$ cat src/rtl/countdown_arbiter_if.sv
// countdown_arbiter_if
//   Bundles the requester-side signals of the shared down-counter scheduler.
//   master : requester side, drives req / req_cnt and observes the results
//   slave  : the arbiter itself
// Signals:
//   req      per-requester request level
//   req_cnt  packed load values, slice i = req_cnt[i*WIDTH +: WIDTH]
//   grant    one-hot owner of the counter
//   done     one-cycle completion pulse to the owner
//   busy     arbiter is not idle
//   count    current value of the shared down-counter
//   cur_id   index of the current owner, 0 when idle
interface countdown_arbiter_if #(
  parameter int N_REQ = 4,
  parameter int WIDTH = 3,
  parameter int ID_W  = $clog2(N_REQ)
);
  logic [N_REQ-1:0]       req;
  logic [N_REQ*WIDTH-1:0] req_cnt;
  logic [N_REQ-1:0]       grant;
  logic [N_REQ-1:0]       done;
  logic                   busy;
  logic [WIDTH-1:0]       count;
  logic [ID_W-1:0]        cur_id;

  modport master (
    output req, req_cnt,
    input  grant, done, busy, count, cur_id
  );

  modport slave (
    input  req, req_cnt,
    output grant, done, busy, count, cur_id
  );
endinterface

$ cat src/rtl/countdown_arbiter.sv
// countdown_arbiter
//   Shares one WIDTH-bit down-counter among N_REQ requesters. A round-robin
//   arbiter hands the counter to one requester, loads its value, counts down
//   to zero and then pulses that requester's done line for one cycle.
// Ports:
//   clk  single clock, all state changes on posedge
//   rst  synchronous active-high reset
//   bus  countdown_arbiter_if.slave (req, req_cnt in; grant, done, busy,
//        count, cur_id out, all outputs registered)
module countdown_arbiter #(
  parameter int N_REQ = 4,
  parameter int WIDTH = 3,
  parameter int ID_W  = $clog2(N_REQ)
) (
  input  logic                  clk,
  input  logic                  rst,
  countdown_arbiter_if.slave    bus
);

  typedef enum logic [1:0] {IDLE, COUNT, DONE} state_t;

  state_t           state;
  logic [ID_W-1:0]  ptr;
  logic [N_REQ-1:0] grant_r;
  logic [N_REQ-1:0] done_r;
  logic             busy_r;
  logic [WIDTH-1:0] count_r;
  logic [ID_W-1:0]  cur_id_r;
  logic [ID_W-1:0]  winner;

  // First requester at or above p, wrapping modulo N_REQ.
  function automatic logic [ID_W-1:0] rr_pick(input logic [N_REQ-1:0] r,
                                              input logic [ID_W-1:0]  p);
    logic [ID_W-1:0] w;
    logic            found;
    int              idx;
    w     = '0;
    found = 1'b0;
    for (int k = 0; k < N_REQ; k++) begin
      idx = (int'(p) + k) % N_REQ;
      if (!found && r[idx]) begin
        w     = ID_W'(idx);
        found = 1'b1;
      end
    end
    return w;
  endfunction

  function automatic logic [ID_W-1:0] next_id(input logic [ID_W-1:0] id);
    return (int'(id) == N_REQ - 1) ? '0 : id + ID_W'(1);
  endfunction

  function automatic logic [N_REQ-1:0] onehot(input logic [ID_W-1:0] id);
    return N_REQ'(1) << id;
  endfunction

  // Decrement that stops at zero; the caller already excludes zero, this
  // keeps the counter from ever wrapping if that guard changes.
  function automatic logic [WIDTH-1:0] sat_dec(input logic [WIDTH-1:0] v);
    return (v == '0) ? '0 : v - WIDTH'(1);
  endfunction

  always_comb begin
    winner = rr_pick(bus.req, ptr);
  end

  always_ff @(posedge clk) begin
    if (rst) begin
      state    <= IDLE;
      ptr      <= '0;
      grant_r  <= '0;
      done_r   <= '0;
      busy_r   <= 1'b0;
      count_r  <= '0;
      cur_id_r <= '0;
    end else begin
      case (state)
        IDLE: begin
          // count keeps its last value while idle
          if (bus.req != '0) begin
            state    <= COUNT;
            grant_r  <= onehot(winner);
            cur_id_r <= winner;
            count_r  <= bus.req_cnt[winner*WIDTH +: WIDTH];
            busy_r   <= 1'b1;
          end
        end
        COUNT: begin
          if (!bus.req[cur_id_r]) begin
            // owner withdrew: release without a done pulse, rotate past it
            state    <= IDLE;
            grant_r  <= '0;
            busy_r   <= 1'b0;
            cur_id_r <= '0;
            ptr      <= next_id(cur_id_r);
          end else if (count_r != '0) begin
            count_r <= sat_dec(count_r);
          end else begin
            state  <= DONE;
            done_r <= onehot(cur_id_r);
          end
        end
        DONE: begin
          state    <= IDLE;
          grant_r  <= '0;
          done_r   <= '0;
          busy_r   <= 1'b0;
          cur_id_r <= '0;
          ptr      <= next_id(cur_id_r);
        end
        default: begin
          state    <= IDLE;
          grant_r  <= '0;
          done_r   <= '0;
          busy_r   <= 1'b0;
          cur_id_r <= '0;
        end
      endcase
    end
  end

  assign bus.grant  = grant_r;
  assign bus.done   = done_r;
  assign bus.busy   = busy_r;
  assign bus.count  = count_r;
  assign bus.cur_id = cur_id_r;

endmodule

$ cat src/flat_wrapper.sv
// flat-port wrapper written by rule: the top's interface ports become plain ports
module countdown_arbiter_flat 
#(
  parameter int N_REQ = 4,
  parameter int WIDTH = 3,
  parameter int ID_W  = $clog2(N_REQ)
)
  (clk, rst, bus_req, bus_req_cnt, bus_grant, bus_done, bus_busy, bus_count, bus_cur_id);
  countdown_arbiter_if #(.N_REQ(N_REQ), .WIDTH(WIDTH), .ID_W(ID_W)) bus_i ();
  input  logic clk;
  input  logic rst;
  input wire logic [$bits(bus_i.req)-1:0] bus_req;
  input wire logic [$bits(bus_i.req_cnt)-1:0] bus_req_cnt;
  output wire logic [$bits(bus_i.grant)-1:0] bus_grant;
  output wire logic [$bits(bus_i.done)-1:0] bus_done;
  output wire logic [$bits(bus_i.busy)-1:0] bus_busy;
  output wire logic [$bits(bus_i.count)-1:0] bus_count;
  output wire logic [$bits(bus_i.cur_id)-1:0] bus_cur_id;
  assign bus_i.req = bus_req;
  assign bus_i.req_cnt = bus_req_cnt;
  assign bus_grant = bus_i.grant;
  assign bus_done = bus_i.done;
  assign bus_busy = bus_i.busy;
  assign bus_count = bus_i.count;
  assign bus_cur_id = bus_i.cur_id;
  countdown_arbiter #(.N_REQ(N_REQ), .WIDTH(WIDTH), .ID_W(ID_W)) u_core (.clk(clk), .rst(rst), .bus(bus_i));
endmodule
$ cat config.mk
export PLATFORM = sky130hd
export DESIGN_NAME = countdown_arbiter_flat
export DESIGN_NICKNAME = d
export VERILOG_FILES = /design/src/rtl/countdown_arbiter_if.sv /design/src/rtl/countdown_arbiter.sv /design/src/flat_wrapper.sv
export SDC_FILE = /design/constraint.sdc
export NUM_CORES = 1
export LEC_CHECK = 0
export CORE_MARGIN = 2
export CORE_UTILIZATION = 65
export DETAILED_ROUTE_END_ITERATION = 10
export DONT_BUFFER_PORTS = 1
export GPL_TIMING_DRIVEN = 0
export PLACE_DENSITY = 0.81
export SLEW_MARGIN = 5
export SYNTH_ARGS = -nofsm -noshare
export SYNTH_HDL_FRONTEND = slang
export SYNTH_SLANG_ARGS = --single-unit
$ cat constraint.sdc
create_clock -name clk -period 4.32 [get_ports clk]
set_input_delay 0.864 -clock clk [delete_from_list [all_inputs] [get_ports clk]]
set_output_delay 0.864 -clock clk [all_outputs]
set_load 0.005 [all_outputs]
After elaboration in Yosys (flattened, before gate mapping)
Cells that the tools add are included.
Storage, ports and cells
  memories: 0
  flip-flop bits (word level): 18
  latch bits: 0
  bits in writable memories: 0
  ROM bits: 0
Operators by class
  equal/unequal tests: 9
  $mul: 1
  reduce and logical (&&, ||, !) cells: 20
  multiplexer cells: 44
  bitwise gates (word level): 4
  add/sub/neg operators: 5
  div/mod/pow operators: 0
  shifts and indexed selects: 3
  magnitude comparators: 5
Operator list (number)
  $mux 2: 11
  $mux 4: 4
  $pmux 4 s2: 2
  $mux 1: 13
  $lt 3x4->1 const B: 3
  $mux 3: 4
  $pmux 2 s2: 3
  $shiftx 12x5->3: 1
  $bmux 1 s2: 5
  $shl 1x2->4 const A: 2
  $lt 2x3->1 const B: 2
  $ne 2x1->1 const B: 3
  $pmux 3 s2: 1
  $reduce_and 2->1: 3
  $reduce_or 2->1: 3
  $add 2x1->2 const B: 2
  $add 2x2->2 const B: 2
  $eq 2x1->1 const B: 2
  $mul 2x2->4 const B: 1
  $ne 2x2->1 const B: 2
  $reduce_and 4->1: 1
  $reduce_bool 2->1: 2
  $reduce_bool 4->1: 1
  $and 1x1->1 const A: 3
  11 further kinds: 15

Longest topological paths before layout
Gate-level depths: netlist (run 1).
  word-level depth: 18
  depth in mapped cells: 5
  mapped depth without buffers: 5

Worst setup path before layout (run 1)
Ideal clock, no wire load.
  path type: in2reg
  start point: input bus_req[3]
  end point: register u_core.count_r[1], in the netlist u_core.bus.count[1]
  required time: 4.191 ns
  slack: 2.290 ns
  data arrival time: 1.902 ns
  stages on the path: 5
  path through: mux4_2 > nand2b_4 > and2_1 > o21ai_1 > nor3_2
Between the ends
  word-level cells in the longest chain between the ends: 16
RTL lines
  start, declared: line flat_wrapper.sv:12  | input wire logic [$bits(bus_i.req)-1:0] bus_req;
  $bmux 1 s2: line countdown_arbiter.sv:41  | if (!found && r[idx]) begin
  $mux 1 (implied by the code): line countdown_arbiter.sv:41
  $mux 1: line countdown_arbiter.sv:41
  $logic_not 1->1: line countdown_arbiter.sv:41
  $logic_and 1x1->1: line countdown_arbiter.sv:41
  $mux 1: line countdown_arbiter.sv:41
  $logic_not 1->1: line countdown_arbiter.sv:41
  $logic_and 1x1->1: line countdown_arbiter.sv:41
  $mux 1: line countdown_arbiter.sv:41
  $logic_not 1->1: line countdown_arbiter.sv:41
  $logic_and 1x1->1: line countdown_arbiter.sv:41
  $mux 2: line countdown_arbiter.sv:41
  $mul 2x2->4: line countdown_arbiter.sv:84  | count_r <= bus.req_cnt[winner*WIDTH +: WIDTH];
  $shiftx 12x5->3: line countdown_arbiter.sv:84
  $mux 3: line countdown_arbiter.sv:80  | if (bus.req != '0) begin
  $pmux 3 s2: line countdown_arbiter.sv:77  | case (state)
  end signal, assigned: line countdown_arbiter.sv:84
  end signal, assigned: line countdown_arbiter.sv:97  | count_r <= sat_dec(count_r);
  end, declared: line countdown_arbiter.sv:27  | logic [WIDTH-1:0] count_r;
Several ways; a longest one is shown, not always the timed one. The select of a mux whose other input is x is not followed.
A chain may end at the register's enable or synchronous reset.

Final worst setup path (run 1)
  start point: register u_core.cur_id_r[0], in the netlist u_core.bus.cur_id[0]
  end point: register u_core.count_r[1], in the netlist u_core.bus.count[1]
Between the ends
  word-level cells in the longest chain between the ends: 4
RTL lines
  start, declared: line countdown_arbiter.sv:28  | logic [ID_W-1:0] cur_id_r;
  start signal, assigned: line countdown_arbiter.sv:83  | cur_id_r <= winner;
  $bmux 1 s2: line countdown_arbiter.sv:89  | if (!bus.req[cur_id_r]) begin
  $mux 1 (implied by the code): line countdown_arbiter.sv:89
  $ne 2x1->1 (no source line)
  $reduce_and 4->1 (no source line)
Every way passes these cells. The select of a mux whose other input is x is not followed.

==> flow_summary.ini, run 1 <==
[outcome]
status = finished, final reports clean

[layout]
nNetsFinal = 137
area_delta_synth_final_pct = 5.390
diodes = 0
drive_gt1_share_pct = 14.91
multi_input_area_um2 = 669.4
fillers = 111
seqCellArea_um2 = 360.3

[global_routing]
grt_pass1_vias = 760
grt_antenna_before_repair = 0
grt_max_degree = 11
grt_pass1_wl_um = 3394
grt.overflow.total = 0
grtUsageTotal_pct = 24.06

[floorplan]
coreArea_um2 = 1506
start_util_pct = 69.35
dieArea_um2 = 1944
die_y_um = 44.09
ios = 32
fp-row-count = 14
fp.dieW_um = 44.09

[worst_hold_path]
hp-class = flop to flop
whs_path_depth = 2
worstHoldStart = u_core.bus.busy
hold_path_end = u_core.bus.busy

[route]
wl_per_cell_um = 16.54
dr.pass1.iters = 4
num_vias = 849
wirelength_um = 2150
vias_per_cell = 6.531
drc = 0
drtIter0Drc = 20
drtAntennaViolNets = 0

[synth]
synthesis.nets = 132
synthArstFlopShare_pct = 0
yosys.area.top_type = dfxtp_1
avgSynthCellArea_um2 = 9.498
synthDistinctLibCells = 48
synth.most_common_cell = dfxtp_1
synth_cells = 110
yosysWarnings = 0
yosysSeqAreaShare_pct = 34.49
yosys-top-cells-count = dfxtp_1 (18), nor2_1 (12), nand2_1 (8)
netlist.area_leader.share_pct = 34.49
synth_area_leaders = dfxtp_1 (34%), ha_1 (4.8%), nor2_1 (4.3%), mux2i_1 (3.8%), nor2b_1 (3.0%)
synth_edf_count = 0
ys_seq_elements = 18
synth_ff_type = dfxtp_1
syn_area_um2 = 1045

[placed_design]
io_buffers = 0
dp_hpwl_um = 1643
gp_congestion = 0.8226

[clocking]
cts-root-buf = clkbuf_4
path_clk_slew_ns = 0.10
cts_tree = built
htreeDepth = 1
clkSinkCount = 18
ctsHoldBuffers = 0
post_cts_resize_count = 0
clk_latency_ns = 0.30
cts_buffer_depth = 2
post_cts_buffers = 0
numCtsBuffers = 3

[worst_setup_path]
critPathLaunchType = flop
end_kind = flop
crit_arrival_ns = 2.09
crit-reg2reg-launch = u_core.bus.cur_id[0]
rrSetupSlack_ns = 2.42
reg2reg_to = u_core.bus.count[1]
worst-path-max-fanout = 7
crit_required_ns = 4.51
rr_worst_depth = 5
worstSetupPathType = flop to flop

[timing]
fin_tns_setup_ns = 0
hold_viol_final = 0
finalClockSkew_ns = 0.006887
rsz0062_at_grt = false
fin_crit_sh_pct = 43.92
min_period_ns = 1.897
worstMarginPinSlew_ns = 0.5204
whs_ns = 0.4700
clock.fmax_mhz = 527.0
max_slew_margin_pct = 65.18
drv_slew = 0
finalSetupViolations = 0

[pwr]
combPwrFrac_pct = 30.5
cellLeakagePower_nw = 0.4236
ir_worst_vdd_mv = 0.2360
p_int_mw = 0.3051
switchingPower_mw = 0.1628
clockPowerShare_pct = 22.5
p_total_mw = 0.4679
swShare_pct = 34.80
p_per_area_nw_per_um2 = 425.0
seqPwrFrac_pct = 47.1

[job]
maxCapViolations = 0
[how the worst max path moves through the flow]
| stage | start | endpoint | slack, ns | depth (start not counted) |
|---|---|---|---|---|
| 6_report | u_core.bus.cur_id[0] | u_core.bus.count[1] | 2.42 | 5 |
| 4_1_cts | u_core.bus.cur_id[0] | u_core.bus.count[1] | 2.45 | 5 |
| 2_1_floorplan | bus_req[3] | u_core.bus.count[1] | 2.29 | 5 |
| 3_3_place_gp | bus_req[3] | u_core.bus.count[1] | 2.19 | 5 |
| 5_1_grt | u_core.bus.cur_id[0] | u_core.bus.count[1] | 2.36 | 5 |
| 3_5_place_dp | bus_req[3] | u_core.bus.count[1] | 2.16 | 5 |
[critical path: stages, from the launching register on]
cell	delay, ns
dfxtp_1	0.52
mux4_2	0.65
nand2b_4	0.19
and2_1	0.18
o21ai_1	0.20
nor3_2	0.05
[state kept, by name, summed over array words and instances (netlist names)]
signal / cells
u_core.bus.done: 4
u_core.bus.grant: 4
u_core.bus.count: 3
u_core.bus.cur_id: 2
u_core.ptr: 2
u_core.state: 2
u_core.bus.busy: 1
[placed cells by master, fill, tap and decap left out, types with 3 or more instances in the layout]
cell type,n
nor2_1,12
nand2_1,8
dfxtp_1,18
inv_1,3
ha_1,4
clkbuf_4,3
a22oi_1,4
nor2b_1,5
mux2i_1,4
and3_1,3
[routing by layer]
layer	global-route usage, %	part of all wire, %
met1	33.33	46
met2	36.18	46
met3	4.898	6.1
met4	10.91	1.7
met5	0	0
[cells by family (layout without fill, tap and decap cells)]
kind of cell / Yosys count / in the layout / share of synthesized area [%]
xor gates and xnor gates: 1 / 1 / 0.8385
adders and majority gates: 4 / 4 / 4.791
buffers and inverters: 4 / 8 / 1.437
and+or+nand+nor: 49 / 49 / 29.34
DFF: 18 / 18 / 34.49
AOI/OAI and AO/OA: 28 / 28 / 21.80
muxes: 6 / 6 / 7.305
[power by group through the flow]
stage	combinational, mW	sequential (mW)	clock (mW)
2_1_floorplan	0.119	0.217	0
3_3_place_gp	0.137	0.223	0
3_5_place_dp	0.141	0.225	0
4_1_cts	0.142	0.220	0.107
5_1_grt	0.159	0.224	0.113
6_report	0.143	0.220	0.105
[cell type report]
class / instances / area share, %
multi-input combinational: 88 / 60.80
sequential: 18 / 32.73
clock buffer: 4 / 3.295
tap: 16 / 1.818
inverter: 3 / 1.023
buffer: 1 / 0.3409
[per-stage QoR]
stage               std cells  cell area [um2]  setup WS, ns  utilization, %
global route              130             1101         2.357           73.09
floorplan                 110             1045         2.290               -
detailed placement        126             1065         2.158           70.68
finish                    130             1101         2.423           73.09
global placement          126             1065         2.195           70.68
CTS                       130             1101         2.448           73.09
Note: power is estimated with default switching activity, not from simulation.
==> run 2: changes to the inputs <==
--- a/config.mk
+++ b/config.mk
@@ -6,11 +6,11 @@
 export NUM_CORES = 1
 export LEC_CHECK = 0
 export CORE_MARGIN = 2
-export CORE_UTILIZATION = 65
+export CORE_UTILIZATION = 55
 export DETAILED_ROUTE_END_ITERATION = 10
 export DONT_BUFFER_PORTS = 1
 export GPL_TIMING_DRIVEN = 0
-export PLACE_DENSITY = 0.81
+export PLACE_DENSITY = 0.73
 export SLEW_MARGIN = 5
 export SYNTH_ARGS = -nofsm -noshare
 export SYNTH_HDL_FRONTEND = slang
==> constraint.sdc (replaced) <==
create_clock -name clk -period 1.7 [get_ports clk]
set_input_delay 0.34 -clock clk [delete_from_list [all_inputs] [get_ports clk]]
set_output_delay 0.34 -clock clk [all_outputs]
set_load 0.005 [all_outputs]
==> flow_summary.ini, run 2 (synthesis gave the netlist of run 1 again) <==
[outcome]
status = finished, final reports clean

[clocking]
cts_tree = built
cts_buffer_depth = 2
clk_latency_ns = 0.30
clkSinkCount = 18
cts-root-buf = clkbuf_4
htreeDepth = 1
path_clk_slew_ns = 0.11
numCtsBuffers = 3
ctsHoldBuffers = 0

[layout]
seqCellArea_um2 = 364.1
area_delta_synth_final_pct = 9.461
nNetsFinal = 139
drive_gt1_share_pct = 20.69
layout_commonest_cell = dfxtp_1
diodes = 0
final_cell_mix = dfxtp_1 (17), nor2_1 (11), nand2_1 (8), nor2b_1 (5)
fillers = 175
multi_input_area_um2 = 681.9

[global_routing]
grt_antenna_before_repair = 0
gr-usage-met1_pct = 31.71
gr-usage-met2_pct = 30.00
grt_util_met3_pct = 5.283
grtUsageTotal_pct = 21.44
grt_pass1_vias = 789
grt_max_degree = 11
grt.overflow.total = 0
grt_pass1_wl_um = 3374
top_usage_layer = met1

[placed_design]
io_buffers = 0
dp_hpwl_um = 1677
gp_congestion = 0.7547

[worst_setup_path]
critPathLaunchType = flop
crit_arrival_ns = 1.84
rr_worst_depth = 5
cp-endpoint = u_core.bus.count[1]
reg2reg_to = u_core.bus.count[1]
crit-reg2reg-launch = u_core.bus.cur_id[0]
critPathLaunch = u_core.bus.cur_id[0]
end_kind = flop
rrSetupSlack_ns = 0.04
worst-path-max-fanout = 7
crit_required_ns = 1.88
worstSetupPathType = flop to flop

[timing]
fin_tns_setup_ns = 0
clock.fmax_mhz = 601.2
hold_viol_final = 0
fin_crit_sh_pct = 97.85
min_period_ns = 1.663
finalClockSkew_ns = 0.006426
drv_slew = 0
finalSetupViolations = 0
max_slew_margin_pct = 68.38
rsz0062_at_grt = true
worstMarginPinSlew_ns = 0.4707

[pwr]
seqPwrFrac_pct = 46.1
cellLeakagePower_nw = 0.4421
combPwrFrac_pct = 32.0
p_total_mw = 1.215
swShare_pct = 34.47
p_int_mw = 0.7961
p_per_area_nw_per_um2 = 1062
ir_worst_vdd_mv = 0.6728
clockPowerShare_pct = 21.9
switchingPower_mw = 0.4188

[floorplan]
start_util_pct = 59.22
dieArea_um2 = 2264
die_y_um = 47.59
fp.dieW_um = 47.59
ios = 32
coreArea_um2 = 1764
fp-row-count = 15

[route]
wirelength_um = 2116
drtAntennaViolNets = 0
drtIter0Drc = 25
num_vias = 858
drc = 0
wl_per_cell_um = 15.01
vias_per_cell = 6.085
dr.pass1.iters = 4

[worst_hold_path]
worstHoldStart = rst
hp-class = input pin to flop

[job]
maxCapViolations = 0
## run 2: cell types whose count changed in the layout (fill, tap and decap cells not counted), sizes merged
cell | before | now
buf | 0 | 2
## run 2: critical path, stage by stage, from the launching register on
cell      delay, ns
dfxtp_4        0.41
mux4_2         0.57
nand2b_4       0.18
and2_4         0.17
o21ai_2        0.17
nor3_2         0.05
## run 2: worst min path at each step
stage / endpoint / depth (start not counted)
5_1_grt: u_core.bus.count[1] / 3
2_1_floorplan: u_core.bus.busy / 2
3_3_place_gp: u_core.bus.busy / 2
4_1_cts: u_core.bus.cur_id[1] / 3
6_report: u_core.bus.count[1] / 3
3_5_place_dp: u_core.bus.busy / 2
## run 2: cell type report
cell class                 instances  share of cell area, %
buffer                             1                 0.3282
clock buffer                       4                  3.173
inverter                           3                 0.9847
multi-input combinational         88                  59.63
sequential                        18                  31.84
tap                               25                  2.735
timing repair buffer               2                  1.313
## run 2: per-layer routing
metal	vias to the layer above	wire [um]
met2	31	999
met3	4	142
met1	399	948
li1	424	-
met4	0	25
met5	-	0
## run 2: repair_timing
item                       4_1_cts  5_1_grt
setup endpoints to repair       16        9
pin swaps                        0        2
gates cloned                     0        0
resized for setup                3        3
setup buffers                    2        0
## run 2: metrics by stage
step	setup slack [ns]	area [um2]	utilization, %	std cells	hold WS (ns)
floorplan	0.02517	1045	-	110	0.4388
global placement	-0.1400	1076	60.99	135	0.4535
detailed placement	-0.1741	1076	60.99	135	0.4560
CTS	0.02683	1135	64.33	141	0.2196
global route	-0.04545	1144	64.82	141	0.2331
finish	0.03655	1144	64.82	141	0.2233
## run 2: power by group through the flow
| stage | logic (mW) | registers, mW | clock network (mW) |
|---|---|---|---|
| floorplan | 0.302 | 0.552 | 0 |
| global placement | 0.354 | 0.566 | 0 |
| detailed placement | 0.360 | 0.569 | 0 |
| CTS | 0.377 | 0.560 | 0.274 |
| global route | 0.434 | 0.571 | 0.285 |
| finish | 0.389 | 0.560 | 0.266 |
